$ cat config.mk
export PLATFORM = sky130hd
export DESIGN_NAME = seg7_readback
export DESIGN_NICKNAME = d
export VERILOG_FILES = /design/src/rtl/seg7_pkg.sv /design/src/rtl/seg7_pattern_decode.sv /design/src/rtl/seg7_readback.sv
export SDC_FILE = /design/constraint.sdc
export NUM_CORES = 1
export LEC_CHECK = 0
export CAP_MARGIN = 20
export CORE_UTILIZATION = 39
export CTS_CLUSTER_SIZE = 10
export DETAILED_ROUTE_END_ITERATION = 12
export DONT_BUFFER_PORTS = 1
export HOLD_SLACK_MARGIN = 0.06
export RECOVER_POWER = 100
export SYNTH_ARGS = -nofsm -noshare
export SYNTH_HDL_FRONTEND = slang
export SYNTH_SLANG_ARGS = --single-unit
$ cat constraint.sdc
create_clock -name iCLK -period 8.14 [get_ports iCLK]
set_input_delay 0.407 -clock iCLK [delete_from_list [all_inputs] [get_ports iCLK]]
set_output_delay 0.407 -clock iCLK [all_outputs]
set_load 0.05 [all_outputs]
$ cat src/rtl/seg7_pkg.sv
// Shared seven-segment definitions: active-low segment patterns ({g,f,e,d,c,b,a})
// used by both the display encoder and the readback decoder, plus the readback FSM states.
package seg7_pkg;

  localparam logic [6:0] SEG_0     = 7'b1000000;
  localparam logic [6:0] SEG_1     = 7'b1111001;
  localparam logic [6:0] SEG_2     = 7'b0100100;
  localparam logic [6:0] SEG_3     = 7'b0110000;
  localparam logic [6:0] SEG_4     = 7'b0011001;
  localparam logic [6:0] SEG_5     = 7'b0010010;
  localparam logic [6:0] SEG_6     = 7'b0000010;
  localparam logic [6:0] SEG_7     = 7'b1111000;
  localparam logic [6:0] SEG_8     = 7'b0000000;
  localparam logic [6:0] SEG_9     = 7'b0011000;
  localparam logic [6:0] SEG_A     = 7'b0001000;
  localparam logic [6:0] SEG_B     = 7'b0000011;
  localparam logic [6:0] SEG_C     = 7'b1000110;
  localparam logic [6:0] SEG_D     = 7'b0100001;
  localparam logic [6:0] SEG_E     = 7'b0000110;
  localparam logic [6:0] SEG_F     = 7'b0001110;
  localparam logic [6:0] SEG_BLANK = 7'b1111111;

  // Readback scan states.
  typedef enum logic [1:0] {
    IDLE = 2'd0,
    SCAN = 2'd1,
    DONE = 2'd2
  } state_e;

  // Forward encoding used by the display path; the readback decoder is its inverse.
  function automatic logic [6:0] seg_encode(input logic [3:0] nib);
    logic [6:0] pat;
    case (nib)
      4'h0: pat = SEG_0;
      4'h1: pat = SEG_1;
      4'h2: pat = SEG_2;
      4'h3: pat = SEG_3;
      4'h4: pat = SEG_4;
      4'h5: pat = SEG_5;
      4'h6: pat = SEG_6;
      4'h7: pat = SEG_7;
      4'h8: pat = SEG_8;
      4'h9: pat = SEG_9;
      4'hA: pat = SEG_A;
      4'hB: pat = SEG_B;
      4'hC: pat = SEG_C;
      4'hD: pat = SEG_D;
      4'hE: pat = SEG_E;
      default: pat = SEG_F;
    endcase
    return pat;
  endfunction

endpackage

$ cat src/rtl/seg7_pattern_decode.sv
// Combinational inverse of the seven-segment encoder: any pattern that is not
// one of the 16 hex glyphs (blank included) decodes to 0 with err set.
module seg7_pattern_decode (
  input  logic [6:0] pattern,
  output logic [3:0] nibble,
  output logic       err
);
  import seg7_pkg::*;

  // Pattern lookup with an error default for unknown glyphs.
  always_comb begin
    nibble = 4'h0;
    err    = 1'b0;
    case (pattern)
      SEG_0: nibble = 4'h0;
      SEG_1: nibble = 4'h1;
      SEG_2: nibble = 4'h2;
      SEG_3: nibble = 4'h3;
      SEG_4: nibble = 4'h4;
      SEG_5: nibble = 4'h5;
      SEG_6: nibble = 4'h6;
      SEG_7: nibble = 4'h7;
      SEG_8: nibble = 4'h8;
      SEG_9: nibble = 4'h9;
      SEG_A: nibble = 4'hA;
      SEG_B: nibble = 4'hB;
      SEG_C: nibble = 4'hC;
      SEG_D: nibble = 4'hD;
      SEG_E: nibble = 4'hE;
      SEG_F: nibble = 4'hF;
      default: begin
        nibble = 4'h0;
        err    = 1'b1;
      end
    endcase
  end

endmodule

$ cat src/rtl/seg7_readback.sv
// Seven-segment readback: scans the active-low segment bus one digit at a time,
// waits for each digit to hold STABLE_CYCLES identical samples (or gives up after
// TIMEOUT_CYCLES), decodes it, and publishes the word plus error mask with a valid pulse.
module seg7_readback #(
  parameter int NUM_DIGITS     = 8,
  parameter int STABLE_CYCLES  = 4,
  parameter int TIMEOUT_CYCLES = 255
) (
  input  logic                    iCLK,
  input  logic                    iRST_N,
  input  logic [7*NUM_DIGITS-1:0] iSEG,
  input  logic                    iSTART,
  output logic                    oBUSY,
  output logic                    oVALID,
  output logic [4*NUM_DIGITS-1:0] oDIG,
  output logic [NUM_DIGITS-1:0]   oERR_MASK,
  output seg7_pkg::state_e        oSTATE
);
  import seg7_pkg::*;

  localparam int CW = $clog2(TIMEOUT_CYCLES + 1);
  localparam int IW = (NUM_DIGITS > 1) ? $clog2(NUM_DIGITS) : 1;
  localparam logic [CW-1:0] STB_LIM  = CW'(STABLE_CYCLES);
  localparam logic [CW-1:0] TMO_LIM  = CW'(TIMEOUT_CYCLES);
  localparam logic [IW-1:0] IDX_LAST = IW'(NUM_DIGITS - 1);

  state_e                  state_q,  state_d;
  logic [IW-1:0]           idx_q,    idx_d;
  logic [6:0]              pat_q,    pat_d;
  logic [CW-1:0]           stable_q, stable_d;
  logic [CW-1:0]           tmo_q,    tmo_d;
  logic [4*NUM_DIGITS-1:0] dig_sh_q, dig_sh_d;
  logic [NUM_DIGITS-1:0]   err_sh_q, err_sh_d;
  logic [4*NUM_DIGITS-1:0] dig_q,    dig_d;
  logic [NUM_DIGITS-1:0]   err_q,    err_d;

  logic [6:0]    seg_slice;
  logic [3:0]    dec_nib;
  logic          dec_err;
  logic [CW-1:0] stable_n;
  logic [CW-1:0] tmo_n;
  logic          resolve;
  logic [3:0]    res_nib;
  logic          res_err;

  // Select the segment slice of the digit currently being scanned.
  always_comb begin
    seg_slice = iSEG[int'(idx_q)*7 +: 7];
  end

  // The pattern register is the only decode source: a digit resolves on
  // stability only when the live slice matches it.
  seg7_pattern_decode u_decode (
    .pattern (pat_q),
    .nibble  (dec_nib),
    .err     (dec_err)
  );

  // Next-state, per-digit counters, shadow accumulation and output capture.
  // A stable count of zero marks the first cycle on a fresh digit.
  always_comb begin
    state_d  = state_q;
    idx_d    = idx_q;
    pat_d    = pat_q;
    stable_d = stable_q;
    tmo_d    = tmo_q;
    dig_sh_d = dig_sh_q;
    err_sh_d = err_sh_q;
    dig_d    = dig_q;
    err_d    = err_q;
    stable_n = '0;
    tmo_n    = '0;
    resolve  = 1'b0;
    res_nib  = 4'h0;
    res_err  = 1'b0;

    case (state_q)
      IDLE: begin
        if (iSTART) begin
          state_d  = SCAN;
          idx_d    = '0;
          stable_d = '0;
          tmo_d    = '0;
          dig_sh_d = '0;
          err_sh_d = '0;
        end
      end

      SCAN: begin
        if (stable_q == '0) begin
          pat_d    = seg_slice;
          stable_n = CW'(1);
          tmo_n    = CW'(1);
        end else begin
          tmo_n = (tmo_q >= TMO_LIM) ? TMO_LIM : tmo_q + CW'(1);
          if (seg_slice == pat_q) begin
            stable_n = (stable_q >= STB_LIM) ? STB_LIM : stable_q + CW'(1);
          end else begin
            pat_d    = seg_slice;
            stable_n = CW'(1);
          end
        end
        stable_d = stable_n;
        tmo_d    = tmo_n;

        // Stability is checked first so it wins a same-cycle tie with timeout.
        if (stable_n >= STB_LIM) begin
          resolve = 1'b1;
          res_nib = dec_nib;
          res_err = dec_err;
        end else if (tmo_n >= TMO_LIM) begin
          resolve = 1'b1;
          res_nib = 4'h0;
          res_err = 1'b1;
        end

        if (resolve) begin
          dig_sh_d[int'(idx_q)*4 +: 4] = res_nib;
          err_sh_d[idx_q]              = res_err;
          stable_d                     = '0;
          tmo_d                        = '0;
          if (idx_q == IDX_LAST) begin
            idx_d   = '0;
            state_d = DONE;
            dig_d   = dig_sh_d;
            err_d   = err_sh_d;
          end else begin
            idx_d = idx_q + IW'(1);
          end
        end
      end

      DONE: begin
        state_d = IDLE;
      end

      default: begin
        state_d = IDLE;
      end
    endcase
  end

  // State and datapath registers; reset aborts any scan and clears results.
  always_ff @(posedge iCLK or negedge iRST_N) begin
    if (!iRST_N) begin
      state_q  <= IDLE;
      idx_q    <= '0;
      pat_q    <= '0;
      stable_q <= '0;
      tmo_q    <= '0;
      dig_sh_q <= '0;
      err_sh_q <= '0;
      dig_q    <= '0;
      err_q    <= '0;
    end else begin
      state_q  <= state_d;
      idx_q    <= idx_d;
      pat_q    <= pat_d;
      stable_q <= stable_d;
      tmo_q    <= tmo_d;
      dig_sh_q <= dig_sh_d;
      err_sh_q <= err_sh_d;
      dig_q    <= dig_d;
      err_q    <= err_d;
    end
  end

  // Status outputs decoded straight from the state register.
  always_comb begin
    oBUSY     = (state_q != IDLE);
    oVALID    = (state_q == DONE);
    oDIG      = dig_q;
    oERR_MASK = err_q;
    oSTATE    = state_q;
  end

endmodule

Yosys cells after proc, flatten, opt, wreduce, memory -nomap -nowiden
Index checks and enable logic that the tools add are counted.

Register bits after elaboration: 108.

$add $sub $neg: 4. $mul: 1. $lt $le $gt $ge: 6. Equal/unequal tests: 23. Shift-type cells: 3. Multiplexer cells: 40. Reductions and logical operators: 12.

Operator list (count): two-way mux 8 bit (11); two-way mux 32 bit (2); one-hot mux 32 bit (2 select lines) (1); one-hot mux 4 bit (15 select lines) (1); indexed part select 56 x 7 -> 7 bit (1); one-hot mux 8 bit (2 select lines) (3); negator 5 -> 33 bit (1); variable shift 4 x 33 -> 32 bit (first input constant) (1); indexed part select 4 x 33 -> 32 bit (1); bitwise mux 32 bit (1); equality test 7 bit (second input constant) (4); equality test 7 x 5 -> 1 bit (second input constant) (3); equality test 7 x 6 -> 1 bit (second input constant) (3); adder 8 x 1 -> 8 bit (second input constant) (2); greater-or-equal comparator 8 x 3 -> 1 bit (second input constant) (2); greater-or-equal comparator 8 bit (second input constant) (2); OR reduction 16 bit (1); equality test 7 x 2 -> 1 bit (second input constant) (2); equality test 7 x 4 -> 1 bit (second input constant) (2); two-way mux 7 bit (2); two-way mux 3 bit (3); AND reduction 3 bit (3); bitwise mux 8 bit (1); logical NOT 8 bit (1); 21 further kinds (35).

Depth between registers and ports, before layout
Gate-level depths: netlist (run 1).

Depth after elaboration: 13. Gate-level depth with buffers: 12. Depth with buffers taken out: 9.

By module
A second synthesis (run 1) with hierarchy kept.

Cell total of the unflattened synthesis: 623. Area, all modules: 6269.8 sq um.

Modules (own cells, without submodules): seg7_readback (times used 1, cells an instance 572, area an instance 5919.4 sq um, seq. area each 2702.6 sq um); seg7_pattern_decode (times used 1, cells an instance 51, area an instance 350.3 sq um, seq. area each 0.0 sq um).

Least setup slack after synthesis (run 1)
OpenSTA, ideal clock, no wires.

Path type: flip-flop to flip-flop. From: register idx_q[0]. To: register err_sh_q[2]. Arrival: 2.798 ns. Required time: 8.008 ns. Setup slack: 5.210 ns. Cell stages (with the launch flop): 13. Path buffers: 4. Path through: dfrtp_1 > buf_4 > buf_6 > mux4_2 > mux2i_1 > xor2_1 > nand4_1 > nor4bb_1 > buf_2 > nor2_1 > buf_2 > o311ai_1 > o21ai_1.

Cells in the longest elaborated chain, start to end: 12. Elaborated cells on any way between the ends: 21. Classes of those cells: mul: 1; order compare: 3; eq/ne: 2; shift: 1; mux: 12; reduce/logical: 2.

Ends and longest elaborated chain: start: declaration (RTL line seg7_readback.sv:28) `logic [IW-1:0] idx_q, idx_d;`; start signal: assignment (RTL line seg7_readback.sv:157) `idx_q <= idx_d;`; multiplier 3 x 3 -> 6 bit (RTL line seg7_readback.sv:48) `seg_slice = iSEG[int'(idx_q)*7 +: 7];`; indexed part select 56 x 7 -> 7 bit (RTL line seg7_readback.sv:48); equality test 7 bit (RTL line seg7_readback.sv:96) `if (seg_slice == pat_q) begin`; two-way mux 8 bit (RTL line seg7_readback.sv:96); two-way mux 8 bit (RTL line seg7_readback.sv:90) `if (stable_q == '0) begin`; two-way mux 8 bit (RTL line seg7_readback.sv:77) `case (state_q)`; greater-or-equal comparator 8 x 3 -> 1 bit (RTL line seg7_readback.sv:107) `if (stable_n >= STB_LIM) begin`; two-way mux 1 bit (RTL line seg7_readback.sv:107); two-way mux 1 bit (RTL line seg7_readback.sv:77); bitwise mux 8 bit (RTL line seg7_readback.sv:119) `err_sh_d[idx_q] = res_err;`; two-way mux 8 bit (RTL line seg7_readback.sv:117) `if (resolve) begin`; one-hot mux 8 bit (2 select lines) (RTL line seg7_readback.sv:77); end signal: assignment (RTL line seg7_readback.sv:162) `err_sh_q <= err_sh_d;`; end: declaration (RTL line seg7_readback.sv:33) `logic [NUM_DIGITS-1:0] err_sh_q, err_sh_d;`.

Several ways; a longest one is shown, not always the timed one. The select of a mux whose other input is x is not followed. A chain may end at the register's enable or synchronous reset.

Worst setup path after layout (run 1)
From: register idx_q[0]. To: register dig_sh_q[14].

Cells in the longest elaborated chain, start to end: 13. Elaborated cells on any way between the ends: 19. Classes of those cells: add/sub: 1; mul: 1; order compare: 1; eq/ne: 2; shift: 3; mux: 10; reduce/logical: 1.

Ends and longest elaborated chain: multiplier 3 x 3 -> 6 bit (RTL line seg7_readback.sv:48); indexed part select 56 x 7 -> 7 bit (RTL line seg7_readback.sv:48); equality test 7 bit (RTL line seg7_readback.sv:96); two-way mux 8 bit (RTL line seg7_readback.sv:96); two-way mux 8 bit (RTL line seg7_readback.sv:90); two-way mux 8 bit (RTL line seg7_readback.sv:77); greater-or-equal comparator 8 x 3 -> 1 bit (RTL line seg7_readback.sv:107); two-way mux 4 bit (RTL line seg7_readback.sv:107); two-way mux 4 bit (RTL line seg7_readback.sv:77); indexed part select 4 x 33 -> 32 bit (RTL line seg7_readback.sv:118) `dig_sh_d[int'(idx_q)*4 +: 4] = res_nib;`; bitwise mux 32 bit (RTL line seg7_readback.sv:118); two-way mux 32 bit (RTL line seg7_readback.sv:117); one-hot mux 32 bit (2 select lines) (RTL line seg7_readback.sv:77); end signal: assignment (RTL line seg7_readback.sv:161) `dig_sh_q <= dig_sh_d;`; end: declaration (RTL line seg7_readback.sv:32) `logic [4*NUM_DIGITS-1:0] dig_sh_q, dig_sh_d;`.

Several ways; a longest one is shown, not always the timed one. The select of a mux whose other input is x is not followed.

==> results.txt, run 1 <==
Yosys reg bits: 108
Hold Crit Class: register to register
fmax: 0.198 GHz
Port-buffer cells: 0
# fillers: 1,482
Flop pwr share: 49.7%
synth-to-layout area growth: 6.64%
r2r startpoint: idx_q[0]$_DFFE_PN0P_
most used cell, CP: clkbuf_1
Async SR Flop Fraction: 100%
family with the most delay on the worst path: buffers and inverters
first-pass GRT wire length: 24,600 µm
Internal: 0.878 mW
worst vdd ir: 0.000112 V
routed length per instance: 18.1 µm
vias per std cell: 5.89
Synth warnings: 0
total grt overflow: 0
pwr dens: 193 nW/µm²
Yosys cell types: 60
HPWL after detailed placement: 10,200 µm
Final period util: 62.1%
number of buffers and inverters on the critical path: 3
slowest CP cell: clkbuf_1
core area: 15,100 µm²
startpoint types: register
Num CTS Buffers: 9
Final Max Tran Viols: 62
Final min period: 5.06 ns
hold wc startpoint: err_sh_q[0]$_DFFE_PN0P_
Syn Nets: 731
via count: 4,903
CTS Sinks: 108
Crit path arrival time: 5.26 ns
post-CTS setup buffer count: 0
DR iter-0 viols: 343
clock network fraction of design power: 33.5%
Starting Density: 39.7%
gpl congestion: 0.845
EDFF count, synth: 0
die area: 15,900 µm²
most frequent cells in the layout: 124 x nand2_1, 108 x dfrtp_1, 90 x o21ai_0, 42 x nor2_1, 42 x nand3_1
Worst Tran Pin Value: 1.87 ns
DRC violations left: 0
outcome: finished with violations
antenna cells: 0
Ports: 103
Slew headroom: -24.5%
sequential share of the synthesized area: 45.0%
crit-path max cell delay: 1.20 ns
Clk Latency, worst-skew pair: 0.36 ns
CP Capture Type: register
worst-path fanout max: 27
Sw Pwr: 0.359 mW
Pre-Repair DR Iteration Count: 5
FP Rows: 45
initial antenna violation count: 0
commonest non-fill, non-tap cell in the layout: nand2_1
Post-Syn Instances: 662
Setup TNS: 0 ns
data required time of the worst path: 8.35 ns
ANT nets after route: 0
nets: 710
vias in the first global route: 4,804
area of the mapped netlist: 6010 µm²
Net Sw Frac: 29.0%
top_reg_cell synth: dfrtp_1
Logic pwr share: 16.9%
Vert. Die Dim: 126 µm
largest net degree at the start of global routing: 109
Setup Skew: 0.0118 ns
Die Span X: 126 µm
All-Layer GR Usage: 19.5%
CTS tree: built
Root Buffer: clkbuf_16
Final Hold Vio Count: 0
Reg clk slew, reported paths: 0.07 ns
setup ws final: 3.08 ns
Critical Path Start: idx_q[0]$_DFFE_PN0P_
failing checks: capacitance limit, slew limit
unrepaired setup endpoints after global routing: false
syn_area_per_cell: 9.08 µm²
Cell Chain, Critical Path: clkbuf_1, mux4_2, mux2i_1, xor2_1, nand4_1, nor4bb_1, clkbuf_1, nor2_1, clkbuf_1, nor3_1, o21ai_0
Placement Setup Slack: 4.45 ns
Max-cap violations: 2
layout cells sized above 1: 7.44%
final setup violation count: 0
Routed WL: 15,000 µm
leakage power: 2.65 nW
Setup CP Type: register to register
Max clock buf depth: 2
H-tree depth: 3
==> cells in the mapped netlist (2+ instances only) <==
cell      instances  area (µm²)
ha_1             10         125
a211oi_1          2        15.0
or4b_2            2        20.0
buf_4             3        22.5
a32oi_1           4        35.0
nor2_1           42         158
a21oi_1          11        55.1
a22o_1            4        35.0
nor3_1            8        40.0
nand3_1          42         210
o22a_1            2        17.5
o21ai_0          76         380
inv_1             9        33.8
a31oi_1           2        12.5
o31ai_1           2        15.0
or3b_2            2        17.5
mux2i_1          24         240
or2_2             4        25.0
dfrtp_1         108        2700
o211ai_1          2        15.0
nand4_1           5        31.3
o311ai_1          7        61.3
xnor2_1           2        17.5
nand2b_1          6        37.5
and2_1            8        50.1
o21ai_1          17        85.1
o22ai_1           5        31.3
xor2_1            6        52.6
and3_1            5        31.3
buf_2             7        35.0
nand3b_1          4        30.0
nor3_2            8        80.1
buf_1             5        18.8
a22oi_1          27         203
clkbuf_1         27         101
nor2b_1           3        18.8
mux4_2           10         225
mux2_2            6        67.6
nand2_1         124         465
==> sequential cells by signal (all words and copies together), names as in the netlist <==
register and cells:
dig_sh_q 32, err_sh_q 8, idx_q 3, oDIG 32, oERR_MASK 8, oSTATE 2
pat_q 7, stable_q 8, tmo_q 8
==> routing by layer <==
layer	global-route usage, %	part of all wire, %	up-vias
li1	-	-	2330
met1	24.8	45	2424
met2	33.1	49	120
met3	3.65	3.5	29
met4	7.37	2.5	0
met5	0	0	-
==> worst paths after layout <==
| check | to | slack, ns | cells past startpoint |
|---|---|---|---|
| min in group asynchronous | oDIG[25]$_DFFE_PN0P_ | 0.63 | 2 |
| max in group asynchronous | pat_q[5]$_DFFE_PN0P_ | 7.01 | 2 |
| hold reg to reg | err_sh_q[0]$_DFFE_PN0P_ | 0.49 | 2 |
| setup reg to reg | dig_sh_q[14]$_DFFE_PN0P_ | 3.08 | 11 |
| setup / recovery | dig_sh_q[14]$_DFFE_PN0P_ | 3.08 | 11 |
| hold / removal | err_sh_q[0]$_DFFE_PN0P_ | 0.49 | 2 |
==> worst register-to-register path: stages (launching register included) <==
cell and delay (ns):
dfrtp_1 0.41, clkbuf_1 1.20, mux4_2 0.65, mux2i_1 0.22, xor2_1 0.34, nand4_1 0.20
nor4bb_1 0.30, clkbuf_1 0.34, nor2_1 0.29, clkbuf_1 0.32, nor3_1 0.45, o21ai_0 0.19
==> through the flow <==
stage	hold slack, ns	util (%)	total power [mW]	instance area [µm²]	instances
floorplan	0.111	-	0.783	6010	662
global placement	0.115	40.5	0.814	6130	815
detailed placement	0.115	40.5	0.822	6130	815
CTS	0.487	42.5	1.25	6430	832
global route	0.496	42.3	1.30	6410	833
finish	0.490	42.3	1.24	6410	833
==> repair_timing <==
item                                   in CTS  in global routing
setup endpoints to repair                   0                  0
hold buffers                                2                  0
endpoints found under the hold margin     108                  0
gates resized for setup                     0                  0
==> layout make-up <==
class                           instances  area, µm²  share of cell area, %
Sequential cell                       108       2700                   42.2
Multi-Input combinational cell        501       3050                   47.6
Inverter                               10       37.5                  0.586
Timing Repair Buffer                   11        114                   1.78
Clock inverter                          3       22.5                  0.351
Tap cell                              188        235                   3.67
Clock buffer                           12        246                   3.85
==> kinds of logic (layout without fill, tap and decap cells) <==
group,Yosys count,after routing,synth area share (%)
flip-flops,108,108,45.0
buffers and inverters,53,36,3.77
adder cells (fa/ha/maj),10,10,2.08
XOR/XNOR,8,8,1.17
AO/OA/AOI/OAI,171,171,17.7
AND/OR/NAND/NOR,271,271,21.3
multiplexers,41,41,9.12
==> power by group through the flow <==
stage	combinational, mW	sequential (mW)	clock, mW
floorplan	0.180	0.603	0
global placement	0.192	0.622	0
detailed placement	0.198	0.624	0
CTS	0.211	0.614	0.423
global route	0.235	0.621	0.445
finish	0.209	0.615	0.414
Note: power is estimated with default switching activity, not from simulation.
==> run 2: changes to the inputs <==
ABC_AREA = 1   (was default)
clock period = 4.8 ns   (was 8.14 ns; I/O delays follow)
==> results.txt, run 2 <==
initial antenna violation count: 0 (unchanged)
core area: 15,300 µm² (+1.1%)
routed length per instance: 13.9 µm (-23%)
hold wc startpoint: iSEG[55]
H-tree depth: 3 (unchanged)
DP Cell Count: 1,062 (+30%)
antenna cells: 0 (unchanged)
die area: 16,400 µm² (+2.8%)
setup ws final: 0.835 ns (-2.25 ns)
Yosys reg bits: 108 (unchanged)
Setup Skew: 0.0105 ns (-0.00131 ns)
area of the mapped netlist: 6180 µm² (+2.9%)
fmax: 0.252 GHz (+28%)
Async SR Flop Fraction: 100% (unchanged)
largest net degree at the start of global routing: 109 (unchanged)
most frequent cells in the layout: 310 x nand2_1, 114 x nand3_1, 108 x dfrtp_1, 97 x inv_1, 63 x nor2_1
vias in the first global route: 4,959 (+3.2%)
Synth warnings: 0 (unchanged)
HPWL after detailed placement: 10,500 µm (+2.7%)
post-CTS setup buffer count: 0 (unchanged)
first-pass GRT wire length: 25,000 µm (+1.7%)
Internal: 1.53 mW (+74%)
worst vdd ir: 0.000181 V (+62%)
Max clock buf depth: 2 (unchanged)
Cell Chain, Critical Path: buf_4, nand2_1, nand3_1, nand2_1, nor2_1, nor2_1, nor2_1, nand2_1, nor2_1, nand3_1, nand2_1, nand2_1, nor2_4, buf_4, nand3_1, nand2_1
Net Sw Frac: 28.6% (-0.41 points)
Flop pwr share: 46.8% (-2.9 points)
vias per std cell: 4.96 (-16%)
total grt overflow: 0 (unchanged)
Clk Latency, worst-skew pair: 0.36 ns (about the same)
Starting Density: 40.4% (+0.68 points)
Placement Setup Slack: 1.17 ns (-3.29 ns)
DR iter-0 viols: 397 (+16%)
syn_area_per_cell: 7.06 µm² (-22%)
Post-Syn Instances: 876 (+32%)
Crit path arrival time: 4.26 ns (-1.00 ns)
top_reg_cell synth: dfrtp_1
Root Buffer: clkbuf_16
sequential share of the synthesized area: 43.7% (-1.2 points)
Final min period: 3.97 ns (-1.09 ns)
synth-to-layout area growth: 7.61%
r2r startpoint: idx_q[0]$_DFFE_PN0P_
unrepaired setup endpoints after global routing: false
Final Hold Vio Count: 0 (unchanged)
largest area contributor in the netlist: dfrtp_1
crit-path max cell delay: 0.65 ns (-0.55 ns)
Post-synth top cells: 309 x nand2_1, 113 x nand3_1, 108 x dfrtp_1
FP Rows: 45 (unchanged)
Pre-Repair DR Iteration Count: 5 (unchanged)
reg2reg path depth: 16 (+5)
CTS Sinks: 108 (unchanged)
non-filler cells, final: 1,081 (+30%)
gpl congestion: 0.879 (+4.0%)
family with the most delay on the worst path: simple AND/OR/NAND/NOR gates
clock network fraction of design power: 38.9% (+5.4 points)
Port-buffer cells: 0 (unchanged)
Logic pwr share: 14.2% (-2.7 points)
CP Capture Type: register
Hold Crit Class: input pin to register
CTS tree: built
post-cts sizing count: 0 (unchanged)
worst-path fanout max: 32 (+19%)
Final Max Tran Viols: 109 (+76%)
most used cell, CP: nand2_1
Die Span X: 128 µm (+1.4%)
Max-cap violations: 1 (-1)
Setup CP Type: register to register
Slew headroom: -80.0% (-56 points)
Synth top area share: 43.7% (-1.2 points)
Final period util: 82.6% (+20 points)
Vert. Die Dim: 128 µm (+1.4%)
slowest CP cell: dfrtp_1
data required time of the worst path: 5.09 ns (-3.26 ns)
nets: 934 (+32%)
# fillers: 1,627 (+9.8%)
worst hold path endpoint: pat_q[6]$_DFFE_PN0P_
number of buffers and inverters on the critical path: 2 (-1)
Hold Path Depth: 4 (+2)
Routed WL: 15,000 µm (-0.16%)
Syn Nets: 945 (+29%)
Yosys cell types: 35 (-42%)
reg2reg setup slack: 0.83 ns (-2.25 ns)
DRC violations left: 0 (unchanged)
ANT nets after route: 0 (unchanged)
All-Layer GR Usage: 19.5% (-0.055 points)
count leader, synth: nand2_1
Ports: 103 (unchanged)
total power: 2.14 mW (+73%)
Reg-to-Reg End: oDIG[12]$_DFFE_PN0P_
via count: 5,366 (+9.4%)
commonest non-fill, non-tap cell in the layout: nand2_1
layout cells sized above 1: 6.78% (-0.66 points)
startpoint types: register
Setup TNS: 0 ns (unchanged)
failing checks: capacitance limit, slew limit
EDFF count, synth: 0 (unchanged)
Sw Pwr: 0.613 mW (+71%)
final setup violation count: 0 (unchanged)
leakage power: 3.59 nW (+35%)
largest cells by area after synthesis: dfrtp_1 44%, nand2_1 19%, nand3_1 9.1%
Worst Tran Pin Value: 2.70 ns (+0.833 ns)
pwr dens: 322 nW/µm² (+67%)
outcome: finished with violations
Num CTS Buffers: 9 (unchanged)
Reg clk slew, reported paths: 0.08 ns (about the same)
==> run 2: changes by cell type after synthesis, moves of 22 or more <==
| cell | previous run | this run |
|---|---|---|
| inv_1 | 9 | 97 |
| nand3_1 | 42 | 113 |
| or2_2 | 4 | 28 |
| a22oi_1 | 27 | 0 |
| o21ai_0 | 76 | 54 |
| nand2_1 | 124 | 309 |
==> run 2: worst max-delay path by stage <==
stage	start	end	depth (start not counted)
after floorplan	idx_q[0]$_DFFE_PN0P_	oDIG[19]$_DFFE_PN0P_	12
after global placement	idx_q[0]$_DFFE_PN0P_	oDIG[12]$_DFFE_PN0P_	16
after detailed placement	idx_q[0]$_DFFE_PN0P_	oDIG[12]$_DFFE_PN0P_	16
after CTS	idx_q[0]$_DFFE_PN0P_	oDIG[12]$_DFFE_PN0P_	16
after global routing	idx_q[0]$_DFFE_PN0P_	oDIG[24]$_DFFE_PN0P_	16
final	idx_q[0]$_DFFE_PN0P_	oDIG[12]$_DFFE_PN0P_	16
==> run 2: routing by layer <==
layer	wire length (µm)	vias up	GRT usage (%)
li1	-	2759	-
met3	674	17	4.09
met4	199	0	5.54
met5	0	-	0
met2	6680	114	29.3
met1	7460	2476	28.1
==> run 2: cells by family after synthesis <==
kind of cell    share of synthesized area, %
mux                                    0.648
xor+xnor                               0.142
buf+inv                                 9.05
simple gates                            37.9
compound gates                          6.54
fa+ha+maj                               2.02
flops                                   43.7
==> run 2: stage by stage <==
step | instance area [µm²] | utilization [%] | hold WS (ns)
after floorplan | 6180 | - | -0.0556
after global placement | 6310 | 41.2 | -0.0531
after detailed placement | 6310 | 41.2 | -0.0531
after CTS | 6690 | 43.7 | 0.227
after global routing | 6650 | 43.4 | 0.306
final | 6650 | 43.4 | 0.243
==> run 2: power groups by stage <==
stage	Sequential [mW]	Clock, mW	Combinational (mW)
final	1.00	0.834	0.305
after floorplan	0.999	0	0.255
after detailed placement	1.02	0	0.284
after CTS	1.00	0.859	0.309
after global routing	1.01	0.888	0.360
after global placement	1.02	0	0.285
==> run 2: worst register-to-register path, cell delays in order (launching register included) <==
cell and delay [ns]:
dfrtp_1 0.65, buf_4 0.39, nand2_1 0.10, nand3_1 0.08, nand2_1 0.06, nor2_1 0.24
nor2_1 0.07, nor2_1 0.11, nand2_1 0.06, nor2_1 0.16, nand3_1 0.26, nand2_1 0.41
nand2_1 0.34, nor2_4 0.51, buf_4 0.31, nand3_1 0.10, nand2_1 0.07
==> run 2: area by class of cell <==
type                       instances  area [µm²]  share of cell area, %
multi-input combinational        636        2910                   43.7
sequential                       108        2700                   40.6
inverter                         102         387                   5.81
tap                              211         264                   3.97
clock buffer                       9         225                   3.39
clock inverter                     7         106                   1.60
timing repair buffer               8        57.6                  0.865
==> run 2: repair_timing <==
item | 4_1_cts | 5_1_grt
setup endpoints to repair | 0 | 0
hold buffers | 3 | 0
hold endpoints to repair | 109 | 0
